## src/rtl/ifetch_queue.sv

```systemverilog
`default_nettype none
// ============================================================================
// Module   : ifetch_queue
// Brief    : Instruction fetch PC with a first-word-fall-through prefetch queue
//            and branch-redirect flush.
// Revision : 1.0 - initial release
// ============================================================================
module ifetch_queue #(
    parameter int          DEPTH    = 4,
    parameter logic [31:0] RESET_PC = 32'h0000_0000
) (
    input  logic                     clk,
    input  logic                     reset_n,
    output logic [31:0]              imem_a,
    input  logic [31:0]              imem_rd,
    input  logic                     br_taken,
    input  logic [31:0]              br_target,
    input  logic                     dec_ready,
    output logic                     instr_valid,
    output logic [31:0]              instr,
    output logic [31:0]              instr_pc,
    output logic [$clog2(DEPTH):0]   q_count
);

    localparam int               c_aw    = $clog2(DEPTH);
    localparam int               c_cw    = c_aw + 1;
    localparam logic [c_cw-1:0]  c_depth = c_cw'(DEPTH);

    logic [31:0]      r_pc;
    logic [c_aw-1:0]  r_head;
    logic [c_aw-1:0]  r_tail;
    logic [c_cw-1:0]  r_count;
    logic [31:0]      r_mem_instr [DEPTH];
    logic [31:0]      r_mem_pc    [DEPTH];

    logic             w_valid;
    logic             w_pop;
    logic             w_push;

    assign w_valid = (r_count != '0) && !br_taken;
    assign w_pop   = w_valid && dec_ready;
    assign w_push  = !br_taken && ((r_count < c_depth) || w_pop);

    assign imem_a      = r_pc;
    assign instr_valid = w_valid;
    assign instr       = w_valid ? r_mem_instr[r_head] : 32'h0;
    assign instr_pc    = w_valid ? r_mem_pc[r_head]    : 32'h0;
    assign q_count     = r_count;

    // Control state; a redirect wins over everything and flushes the queue.
    always_ff @(posedge clk or negedge reset_n) begin
        if (!reset_n) begin
            r_pc    <= RESET_PC;
            r_head  <= '0;
            r_tail  <= '0;
            r_count <= '0;
        end else if (br_taken) begin
            r_pc    <= br_target & 32'hFFFF_FFFC;
            r_head  <= '0;
            r_tail  <= '0;
            r_count <= '0;
        end else begin
            if (w_push) begin
                r_pc   <= r_pc + 32'd4;
                r_tail <= r_tail + 1'b1;
            end
            if (w_pop) begin
                r_head <= r_head + 1'b1;
            end
            case ({w_push, w_pop})
                2'b10:   r_count <= r_count + 1'b1;
                2'b01:   r_count <= r_count - 1'b1;
                default: r_count <= r_count;
            endcase
        end
    end

    // Entry storage carries no reset; only the pointers qualify its contents.
    always_ff @(posedge clk) begin
        if (w_push) begin
            r_mem_instr[r_tail] <= imem_rd;
            r_mem_pc[r_tail]    <= r_pc;
        end
    end

endmodule
`default_nettype wire

```

## config.mk

```make
export PLATFORM = sky130hd
export DESIGN_NAME = ifetch_queue
export DESIGN_NICKNAME = d
export VERILOG_FILES = /design/src/rtl/ifetch_queue.sv
export SDC_FILE = /design/constraint.sdc
export NUM_CORES = 1
export LEC_CHECK = 0
export ABC_AREA = 1
export ABC_CLOCK_PERIOD_IN_PS = 6000
export BUFFER_PORTS_ARGS = -buffer_cell sky130_fd_sc_hd__buf_2
export CAP_MARGIN = 25
export CORE_ASPECT_RATIO = 0.9
export CORE_MARGIN = 3
export CORE_UTILIZATION = 50
export CTS_CLUSTER_DIAMETER = 80
export DETAILED_ROUTE_END_ITERATION = 16
export PLACE_DENSITY = 0.82
export SYNTH_ARGS = -nofsm -noshare
export SYNTH_HDL_FRONTEND = slang
export SYNTH_SLANG_ARGS = --single-unit
```

## constraint.sdc

```tcl
create_clock -name clk -period 6 [get_ports clk]
set_input_delay 0.6 -clock clk [delete_from_list [all_inputs] [get_ports clk]]
set_output_delay 0.6 -clock clk [all_outputs]
set_load 0.02 [all_outputs]
```

### After elaboration in Yosys (flattened, before gate mapping)

Memory sizes are Yosys's and may differ from the RTL's.
Index checks and enable logic that the tools add are counted.

* bits in registers: 39
* bits in writable memories: 256
* output and inout bits: 100
* word-level logic and storage cells: 35
* memories kept: 2

Memories
* r_mem_instr: words 4, width 32, rd ports 1, clocked after memory_dff 0, wr ports 1, line 33 `logic [31:0] r_mem_instr [DEPTH];`
* r_mem_pc: words 4, width 32, rd ports 1, clocked after memory_dff 0, wr ports 1, line 34 `logic [31:0] r_mem_pc [DEPTH];`

* $add $sub $neg: 5
* magnitude comparators: 1
* eq/ne operators: 2
* multiplexer cells: 12
* reductions and logical operators: 9

Operator list (count)
* $mux 32: 4
* $add 32x3->32 const B: 1
* $mux 2: 4
* $pmux 3 s2: 1
* $reduce_bool 3->1: 2
* $add 2x1->2 const B: 2
* $reduce_bool 2->1: 2
* $add 3x1->3 const B: 1
* $logic_and 1x1->1: 3
* $lt 3x3->1 const B: 1
* $mux 3: 1
* $sub 3x1->3 const B: 1
* $eq 2x1->1 const B: 1
* $eq 2x2->1 const B: 1
* $mux 1: 2
* $logic_not 1->1: 1
* $logic_or 1x1->1: 1

### Depth between registers and ports, before layout

Gate-level depths: netlist of the first run.

* depth after elaboration: 8
* depth in mapped cells: 10

### Worst setup path before layout of the first run

OpenSTA, ideal clock, no wires.

* path kind: in2reg
* start: input port dec_ready
* end: memory r_mem_instr[0][0] (enable)
* data arrival time: 3.686 ns
* data required time: 5.518 ns
* setup slack: 1.832 ns
* cell stages on the path: 4
* path buffers: 0
* cell sequence: inv_1 > a21oi_1 > inv_1 > nor2_1

* cells in the longest elaborated chain, start to end: 5

Ends and longest elaborated chain
* start, declared: line 18 `input logic dec_ready,`
* $logic_and 1x1->1: line 41 `assign w_pop = w_valid && dec_ready;`
* $logic_or 1x1->1: line 42 `assign w_push = !br_taken && ((r_count < c_depth) || w_pop);`
* $logic_and 1x1->1: line 42
* $mux 1: line 80 `if (w_push) begin`
* $mux 1 (not written as such): line 81 `r_mem_instr[r_tail] <= imem_rd;`
* end, declared: line 33

Every way passes these cells.

### Worst setup path in the final report of the first run

* start: register r_head[0]
* end: output port instr[11]

* cells in the longest elaborated chain, start to end: 2

Ends and longest elaborated chain
* start, declared: line 30 `logic [c_aw-1:0] r_head;`
* start signal, assigned: line 68 `r_head <= r_head + 1'b1;`
* $mem_v2 4x32
* $mux 32: line 46 `assign instr = w_valid ? r_mem_instr[r_head] : 32'h0;`
* end, declared: line 20 `output logic [31:0] instr,`

Every way passes these cells.

==> qor.yml, run 1 <==
numCtsBuffers: 29
p_leak_nw: 5.52
dr.pass1.iters: 5
cts.sinks: 285
synth_top_flop_cell: "edfxtp_1"
die_h_um: 155
rrSetupSlack_ns: 3.33
synthArstFlopShare_pct: 13.0
finalHoldViolations: 0
cts_tree: "yes"
clockBufferDepth: 3
cts_setup_buffers: 0
synth_top_area_share_pct: 60.7
synth.avg_cell_area_um2: 10.7
drt-initial-drc-count: 788
yosys.area.top_type: "edfxtp_1"
insertion_delay_ns: 0.54
io_buffers: 161
worstPathMaxFanout: 66
max-slew-margin-rel_pct: 32.6
rr_worst_depth: 5
ys_seq_area_share_pct: 68.2
ys_top_cells_by_count: "nor2_1, edfxtp_1, o21ai_0, nand2_1, a21oi_1"
placed_area_mm2: 0.0133
critPathLaunchType: "register"
cts-htree-levels: 1
layout.nets: 1373
r2r-end: "r_mem_instr[1][19]"
synthTopCellsByArea: "edfxtp_1, nor2_1, dfrtp_1, o21ai_0, nand2_1"
antennaDiodeCount: 0
endpoint_kind: "primary output"
syn_inst: 1150
layout-drive-gt1-share_pct: 19.7
pre_cts_ws_ns: 2.83
gp_congestion: 0.870
grt_max_degree: 95
mappedNetlistArea_mm2: 0.0123
fin_area_mm2: 0.0142
hpwl_mm: 16.9
cp.arrival_ns: 3.12
coreArea_mm2: 0.0237
antenna_found_initial: 1
via_per_inst: 5.48
rsz0062_at_grt: "no"
fin_tns_setup_ns: 0
fp-row-count: 53
start_util_pct: 51.7
n_fill_cell: 1867
status: "finished, final reports clean"
yosys.cell_count.top_type: "nor2_1"
grt_overflow_total: 0
cts-root-buf: "clkbuf_16"
hold_class: "input port to async pin"
slew_viol_final: 0
place_inst: 1569
finalCritPeriodShare_pct: 62.0
die_x_um: 171
design.die.area_mm2: 0.0265
final_antenna_net_count: 0
max_freq_mhz: 269
critical_path_required_ns: 5.40
setup_ws_ns: 2.28
synth_edf_count: 248
final_cells: 1623
vias: 8886
synth_warnings: 0
power.density_mw_per_mm2: 392
period_needed_ns: 3.72
drc: 0
grt_usage_pct: 21.1
r2r-start: "q_count[2]"
wirelength_mm: 28.8
postLayoutCoreUtil_pct: 60.0
maxCapViolCount: 0
tightest_slew_ns: 1.01
synth_seq_cells: 285
path_class: "register to primary output"
synth.distinct_cells: 33
grt_pass1_vias: 8496
wl_per_cell_um: 17.7
ir_worst_vdd_v: 0.000287
syn_to_final_growth_pct: 15.9
final-setup-viol-count: 0
cts_resized: 0
grt_pass1_wl_mm: 44.4
num_io_pins: 168
ctsHoldBuffers: 0
fin_skew_ns: 0.0141
path_clk_slew_ns: 0.06
[sequential cells by signal, summed over array words and instances (netlist names)]
signal	flops
imem_a	30
r_tail	2
r_mem_pc	120
q_count	3
r_mem_instr	128
r_head	2
[cell families (layout without fill, tap and decap cells)]
logic type	after synthesis	after routing	share of synthesized area, %
compound gates	233	233	9.71
xor+xnor	4	4	0.285
fa+ha+maj	6	6	0.673
buf+inv	114	281	4.04
flops	285	285	68.2
other cells	1	5	0.0305
simple gates	507	507	17.1
[stage by stage]
step	power, mW	hold WS, ns
floorplan	3.47	0.304
global placement	3.87	0.589
detailed placement	3.92	0.610
CTS	5.61	0.204
global route	5.85	0.242
finish	5.58	0.183
[layout make-up]
class | count | area, µm² | share of cell area [%]
Tap cell | 302 | 378 | 2.65
Inverter | 53 | 200 | 1.41
Sequential cell | 285 | 8380 | 58.9
Clock inverter | 19 | 156 | 1.10
Timing Repair Buffer | 175 | 923 | 6.49
Clock buffer | 34 | 744 | 5.23
Multi-Input combinational cell | 755 | 3450 | 24.3
[power breakdown]
part           total, mW  internal, mW  switching (mW)
sequential          2.62          2.43           0.184
clock               1.70         0.974           0.724
combinational       1.27         0.357           0.908
[worst max-delay path, stage by stage (launching register included)]
cell	delay, ns
dfrtp_4	0.67
clkinv_2	0.73
buf_4	0.58
o21ai_0	0.30
a21oi_1	0.10
buf_2	0.17
[layer usage]
| layer | track usage (%) | share of wire [%] | vias to the layer above |
|---|---|---|---|
| met5 | 0 | 0.024 | - |
| met4 | 5.94 | 2.2 | 2 |
| met3 | 3.96 | 9.4 | 60 |
| met2 | 35.1 | 47 | 428 |
| met1 | 28.6 | 42 | 4164 |
| li1 | - | - | 4232 |
[cell usage in the layout, fill, tap and decap left out, types with 2 or more instances in the layout]
cell / count
a21oi_1: 70
a22oi_1: 8
a31oi_1: 2
buf_2: 161
buf_4: 13
bufinv_16: 2
clkbuf_1: 5
clkbuf_16: 29
clkinv_1: 4
clkinv_2: 9
clkinv_4: 2
clkinvlp_4: 2
conb_1: 5
dfrtp_1: 35
edfxtp_1: 248
ha_1: 5
inv_1: 50
inv_2: 2
nand2_1: 132
nand2_2: 9
nand3_1: 43
nand4_1: 7
nor2_1: 288
nor2_2: 10
nor2_4: 9
o21ai_0: 146
o21ai_1: 5
or2_2: 6
xor2_1: 3
[worst max-delay path by stage]
stage	from	to	slack, ns
CTS	r_head[0]	instr[11]	2.25
detailed placement	br_taken	instr[1]	2.83
global placement	br_taken	instr[20]	2.87
finish	r_head[0]	instr[11]	2.28
floorplan	dec_ready	r_mem_instr[0][0]	1.83
global route	r_head[0]	instr[0]	2.04
Power figures use the tool's default switching activity.
==> run 2: changes to the inputs <==
--- a/config.mk
+++ b/config.mk
@@ -6,7 +6,7 @@
 export NUM_CORES = 1
 export LEC_CHECK = 0
 export ABC_AREA = 1
-export ABC_CLOCK_PERIOD_IN_PS = 6000
+export ABC_CLOCK_PERIOD_IN_PS = 3750
 export BUFFER_PORTS_ARGS = -buffer_cell sky130_fd_sc_hd__buf_2
 export CAP_MARGIN = 25
 export CORE_ASPECT_RATIO = 0.9
==> constraint.sdc (replaced) <==
create_clock -name clk -period 3.75 [get_ports clk]
set_input_delay 0.375 -clock clk [delete_from_list [all_inputs] [get_ports clk]]
set_output_delay 0.375 -clock clk [all_outputs]
set_load 0.02 [all_outputs]
==> run 2 against run 1 <==
Compared with the run above:
- global-route usage shrank 0.14 points
- non-clock buffer count rose by 2
- clock power up 61%
- critical path type unchanged
- largest cell class unchanged
- largest power group unchanged
==> qor.yml, run 2 (synthesis gave the netlist of run 1 again) <==
die_h_um: 155  # unchanged
grt_usage_pct: 20.9  # was 21.1%
drt-initial-drc-count: 746  # was 788
cp.arrival_ns: 2.54  # was 3.12 ns
postLayoutCoreUtil_pct: 60.3  # was 60.0%
worstPathMaxFanout: 70  # was 66
rrSetupSlack_ns: 1.50  # was 3.33 ns
num_io_pins: 168  # unchanged
power.density_mw_per_mm2: 627  # was 392 mW/mm²
slowest_delay_ns: 0.53  # was 0.73 ns
cts.sinks: 285  # unchanged
fin_tns_setup_ns: 0  # unchanged
coreArea_mm2: 0.0237  # unchanged
cts_resized: 0  # unchanged
final_cell_mix: "nor2_1, edfxtp_1, buf_2, o21ai_0, nand2_1"  # unchanged
path_clk_slew_ns: 0.06  # about the same
largest_register: "r_mem_instr"  # unchanged
numCtsBuffers: 29  # unchanged
critical_path_required_ns: 3.38  # was 5.40 ns
r2r-end: "r_mem_instr[3][29]"  # was r_mem_instr[1][19]
dr.pass1.iters: 5  # unchanged
wl_per_cell_um: 17.6  # was 17.7 µm
syn_to_final_growth_pct: 16.5  # was 15.9%
max_freq_mhz: 343
endpoint_kind: "primary output"  # unchanged
tightest_slew_ns: 0.872  # was 1.01 ns
mostFrequentLayoutCell: "nor2_1"  # unchanged
ir_worst_vdd_v: 0.000332  # was 0.000287 V
rsz0062_at_grt: "no"  # unchanged
critPathLaunchType: "register"  # unchanged
finalHoldViolations: 0  # unchanged
drc: 0  # unchanged
layout.nets: 1375  # was 1373
wirelength_mm: 28.5  # was 28.8 mm
cts_tree: "yes"  # unchanged
insertion_delay_ns: 0.53  # was 0.54 ns
final_antenna_net_count: 0  # unchanged
finalCritPeriodShare_pct: 77.8
fin_skew_ns: 0.00999  # was 0.0141 ns
grt_max_degree: 71  # was 95
period_needed_ns: 2.92
hpwl_mm: 16.7  # was 16.9 mm
clockBufferDepth: 3  # unchanged
vias: 8939  # was 8886
layout-drive-gt1-share_pct: 19.0  # was 19.7%
hold_class: "input port to register"  # was input port to async pin
grt_pass1_vias: 8576  # was 8496
fin_area_mm2: 0.0143  # was 0.0142 mm²
r2r-start: "q_count[2]"  # unchanged
fp-row-count: 53  # unchanged
largest_reg_flops: 128  # unchanged
hp-start: "imem_rd[8]"
status: "finished, final reports clean"  # unchanged
slew_viol_final: 0  # unchanged
cts-root-buf: "clkbuf_16"  # unchanged
path_class: "register to primary output"  # unchanged
path_cells: "clkinv_2 -> buf_12 -> o21ai_0 -> a21oi_1 -> buf_2"  # was clkinv_2 -> buf_4 -> o21ai_0 -> a21oi_1 -> buf_2
antenna_found_initial: 1  # unchanged
cts-htree-levels: 1  # unchanged
max-slew-margin-rel_pct: 41.9  # was 32.6%
min_to: "r_mem_instr[3][8]"
rr_worst_depth: 5  # unchanged
io_buffers: 161  # unchanged
die_x_um: 171  # unchanged
start_util_pct: 51.7  # unchanged
slowest_stage: "clkinv_2"  # unchanged
gp_congestion: 0.874  # was 0.870
placed_area_mm2: 0.0134  # was 0.0133 mm²
maxCapViolCount: 0  # unchanged
final-setup-viol-count: 0  # unchanged
grt_pass1_wl_mm: 44.1  # was 44.4 mm
p_leak_nw: 5.53  # was 5.52 nW
grt_overflow_total: 0  # unchanged
via_per_inst: 5.50  # was 5.48
min_path_cells: 1
design.die.area_mm2: 0.0265  # unchanged
==> run 2: cell count changes in the layout (fill, tap and decap cells not counted) <==
cell and change:
dlygate4sd3_1 +1, bufinv_16 +1, diode_2 +1, clkinv_2 -7
buf_4 -3, clkinv_1 +6, inv_6 -1, buf_12 +4
clkinv_4 -2, clkbuf_1 +3
==> run 2: cell type report <==
type	count	area (µm²)
Clock inverter	16	148
Multi-Input combinational cell	755	3450
Fill cell	1853	9430
Timing Repair Buffer	177	991
Antenna cell	1	2.50
Inverter	53	200
Sequential cell	285	8380
Clock buffer	37	756
Tap cell	302	378
==> run 2: metal layers <==
layer,vias to the layer above,routed length (µm),global-route usage [%]
li1,4242,-,-
met1,4214,11800,28.7
met2,427,13400,34.7
met3,54,2620,3.94
met4,2,629,5.71
met5,-,13,0
==> run 2: timing repair <==
item / in CTS / in global routing
hold buffers: 1 / 0
hold endpoints to repair: 37 / 0
setup buffers: 0 / 0
==> run 2: metrics by stage <==
step	hold slack [ns]	std cells	worst slack [ns]	power, mW
after floorplan	0.0794	1154	-0.301	5.56
after global placement	0.522	1571	1.26	6.24
after detailed placement	0.535	1571	1.27	6.30
after CTS	0.0411	1625	0.790	9.03
after global routing	0.0459	1625	0.671	9.41
final	0.0590	1626	0.834	8.98
==> run 2: where the power goes <==
part | leakage, nW | total, mW | internal [mW] | switching [mW]
Clock | 0.429 | 2.74 | 1.62 | 1.12
Sequential | 2.71 | 4.15 | 3.89 | 0.260
Combinational | 2.39 | 2.09 | 0.601 | 1.49
==> run 2: worst max path at each step <==
stage                from                end  slack [ns]
2_1_floorplan  q_count[2]  r_mem_instr[0][0]       -0.30
3_3_place_gp     br_taken       instr_pc[16]        1.26
3_5_place_dp     br_taken       instr_pc[27]        1.27
4_1_cts         r_head[0]           instr[2]        0.79
5_1_grt         r_head[0]           instr[2]        0.67
6_report        r_head[0]           instr[2]        0.83
==> run 2: worst max-delay path, delay by kind of cell (launching register included) <==
kind	cells	cell delay [ns]
AO/OA/AOI/OAI	2	0.37
buffers and inverters	3	1.18
flip-flops	1	0.42
==> run 3: changes to the inputs <==
--- a/config.mk
+++ b/config.mk
@@ -6,7 +6,7 @@
 export NUM_CORES = 1
 export LEC_CHECK = 0
 export ABC_AREA = 1
-export ABC_CLOCK_PERIOD_IN_PS = 3750
+export ABC_CLOCK_PERIOD_IN_PS = 2900
 export BUFFER_PORTS_ARGS = -buffer_cell sky130_fd_sc_hd__buf_2
 export CAP_MARGIN = 25
 export CORE_ASPECT_RATIO = 0.9
==> constraint.sdc (replaced) <==
create_clock -name clk -period 2.9 [get_ports clk]
set_input_delay 0.29 -clock clk [delete_from_list [all_inputs] [get_ports clk]]
set_output_delay 0.29 -clock clk [all_outputs]
set_load 0.02 [all_outputs]
==> run 3 against run 2 <==
Compared with the run above:
- die area did not move
- via count grew 0.96%
- clock-buffer cell count grew 1
- final cell count is 2.6% higher
- register-to-register slack got worse by 0.52 ns
- non-clock buffer count up 43
- core utilization up 2.3 points
- critical endpoint is now instr_pc[13]
- largest power group unchanged
==> qor.yml, run 3 (synthesis gave the netlist of run 1 again) <==
slew_viol_final: 0  # unchanged
tightest_slew_ns: 0.872  # about the same
fin_skew_ns: 0.0128  # was 0.00999 ns
rsz0062_at_grt: "no"  # unchanged
hpwl_mm: 17.2  # was 16.7 mm
clockBufferDepth: 3  # unchanged
mostFrequentLayoutCell: "nor2_1"  # unchanged
critPathLaunchType: "register"  # unchanged
antennaDiodeCount: 0  # was 1
fin_tns_setup_ns: 0  # unchanged
p_leak_nw: 5.79  # was 5.53 nW
hold_class: "input port to register"  # unchanged
slowest_stage: "dfrtp_2"  # was clkinv_2
crit_buf_inv: 3  # unchanged
grt_pass1_wl_mm: 45.3  # was 44.1 mm
p_sw_mw: 3.75  # was 2.87 mW
final-setup-viol-count: 0  # unchanged
hold_slack_ns: 0.0253  # was 0.0590 ns
die_x_um: 171  # unchanged
layout.nets: 1418  # was 1375
vias: 9025  # was 8939
seqPwrFrac_pct: 45.2  # was 46.2%
cp.arrival_ns: 2.32  # was 2.54 ns
comb_power_share_pct: 23.3  # about the same
maxCapViolCount: 0  # unchanged
cts-htree-levels: 1  # unchanged
n_fill_cell: 1802  # was 1853
io_buffers: 161  # unchanged
wl_per_cell_um: 17.6  # about the same
syn_to_final_growth_pct: 21.0  # was 16.5%
internal-power_mw: 8.18  # was 6.11 mW
worstPathMaxFanout: 48  # was 70
largest_register: "r_mem_instr"  # unchanged
crit_family: "buffers and inverters"  # unchanged
setup_ws_ns: 0.294  # was 0.834 ns
power_mw: 11.9  # was 8.98 mW
place_inst: 1575  # was 1571
endpoint_kind: "primary output"  # unchanged
gp_congestion: 0.881  # was 0.874
max_freq_mhz: 384
layout-drive-gt1-share_pct: 19.3  # was 19.0%
start_util_pct: 51.7  # unchanged
fp-row-count: 53  # unchanged
grt_usage_pct: 21.6  # was 20.9%
max-slew-margin-rel_pct: 41.8  # was 41.9%
wirelength_mm: 29.4  # was 28.5 mm
period_needed_ns: 2.61
placed_area_mm2: 0.0135  # was 0.0134 mm²
insertion_delay_ns: 0.53  # about the same
path_class: "register to primary output"  # unchanged
clkPwrFrac_pct: 31.5  # was 30.5%
ir_worst_vdd_v: 0.000451  # was 0.000332 V
finalCritPeriodShare_pct: 89.9
dr.pass1.iters: 5  # unchanged
postLayoutCoreUtil_pct: 62.6  # was 60.3%
drt-initial-drc-count: 784  # was 746
power.density_mw_per_mm2: 803  # was 627 mW/mm²
grt_overflow_total: 0  # unchanged
cts_tree: "yes"  # unchanged
design.die.area_mm2: 0.0265  # unchanged
path_clk_slew_ns: 0.06  # about the same
cts-root-buf: "clkbuf_16"  # unchanged
die_h_um: 155  # unchanged
switching_share_pct: 31.4  # was 31.9%
coreArea_mm2: 0.0237  # unchanged
numCtsBuffers: 29  # unchanged
final_cells: 1669  # was 1626
via_per_inst: 5.41  # was 5.50
cts.sinks: 285  # unchanged
multi_input_area_mm2: 0.00345  # unchanged
final_antenna_net_count: 0  # unchanged
fin_area_mm2: 0.0149  # was 0.0143 mm²
final_cell_mix: "nor2_1, edfxtp_1, buf_2, o21ai_0, nand2_1"  # unchanged
num_io_pins: 168  # unchanged
grt_pass1_vias: 8643  # was 8576
status: "finished, final reports clean"  # unchanged
slowest_delay_ns: 0.56  # was 0.53 ns
drc: 0  # unchanged
antenna_found_initial: 0  # was 1
seqCellArea_mm2: 0.00838  # unchanged
path_cells: "inv_2 -> buf_12 -> nor2_1 -> o21ai_0 -> a21oi_1 -> buf_2"  # was clkinv_2 -> buf_12 -> o21ai_0 -> a21oi_1 -> buf_2
cts_resized: 0  # unchanged
finalHoldViolations: 0  # unchanged
pre_cts_ws_ns: 0.812  # was 1.27 ns
grt_max_degree: 95  # was 71
critical_path_required_ns: 2.61  # was 3.38 ns
largest_reg_flops: 128  # unchanged
[run 3: power by group through the flow]
stage                     clock, mW  sequential (mW)  combinational, mW
after global routing           4.01             5.44               3.07
after detailed placement          0             5.47               2.73
after CTS                      3.82             5.39               2.79
final                          3.76             5.40               2.77
after floorplan                   0             5.44               1.73
after global placement            0             5.44               2.67
[run 3: layout make-up]
cell class              count  area share, %
clock buffers              38           5.39
clock inverters            16           1.25
inverters                  53           1.35
multi-input cells         755           23.3
flip-flops and latches    285           56.4
well taps                 302           2.54
repair buffers            220           9.84
[run 3: layer usage]
layer  global-route usage (%)  routed length, µm  part of all wire [%]
met5                        0                  0                     0
met4                     4.52                486                   1.7
met3                     3.96               2440                   8.3
met2                     36.8              14000                    48
met1                     29.4              12400                    42
[run 3: path summary, 6_finish.rpt]
path | startpoint | end | slack [ns] | cells past startpoint
worst min register to register | q_count[1] | q_count[1] | 0.62 | 2
worst min-delay path | br_target[16] | imem_a[16] | 0.03 | 3
max in group asynchronous | reset_n | r_head[0] | 1.82 | 2
min in group asynchronous | reset_n | imem_a[14] | 0.42 | 2
worst max register to register | q_count[2] | r_mem_instr[0][30] | 0.98 | 4
worst max-delay path | r_head[1] | instr_pc[13] | 0.29 | 6
[run 3: worst reg2reg max path, delay by kind of cell, from the launching register on]
family	cells	cell delay (ns)
compound gates	1	0.22
buf+inv	2	0.61
simple gates	1	0.28
flops	1	0.43
[run 3: repair_timing]
item | CTS | global route
buffers inserted | 0 | 0
hold buffers | 40 | 0
endpoints found under the hold margin | 172 | 0
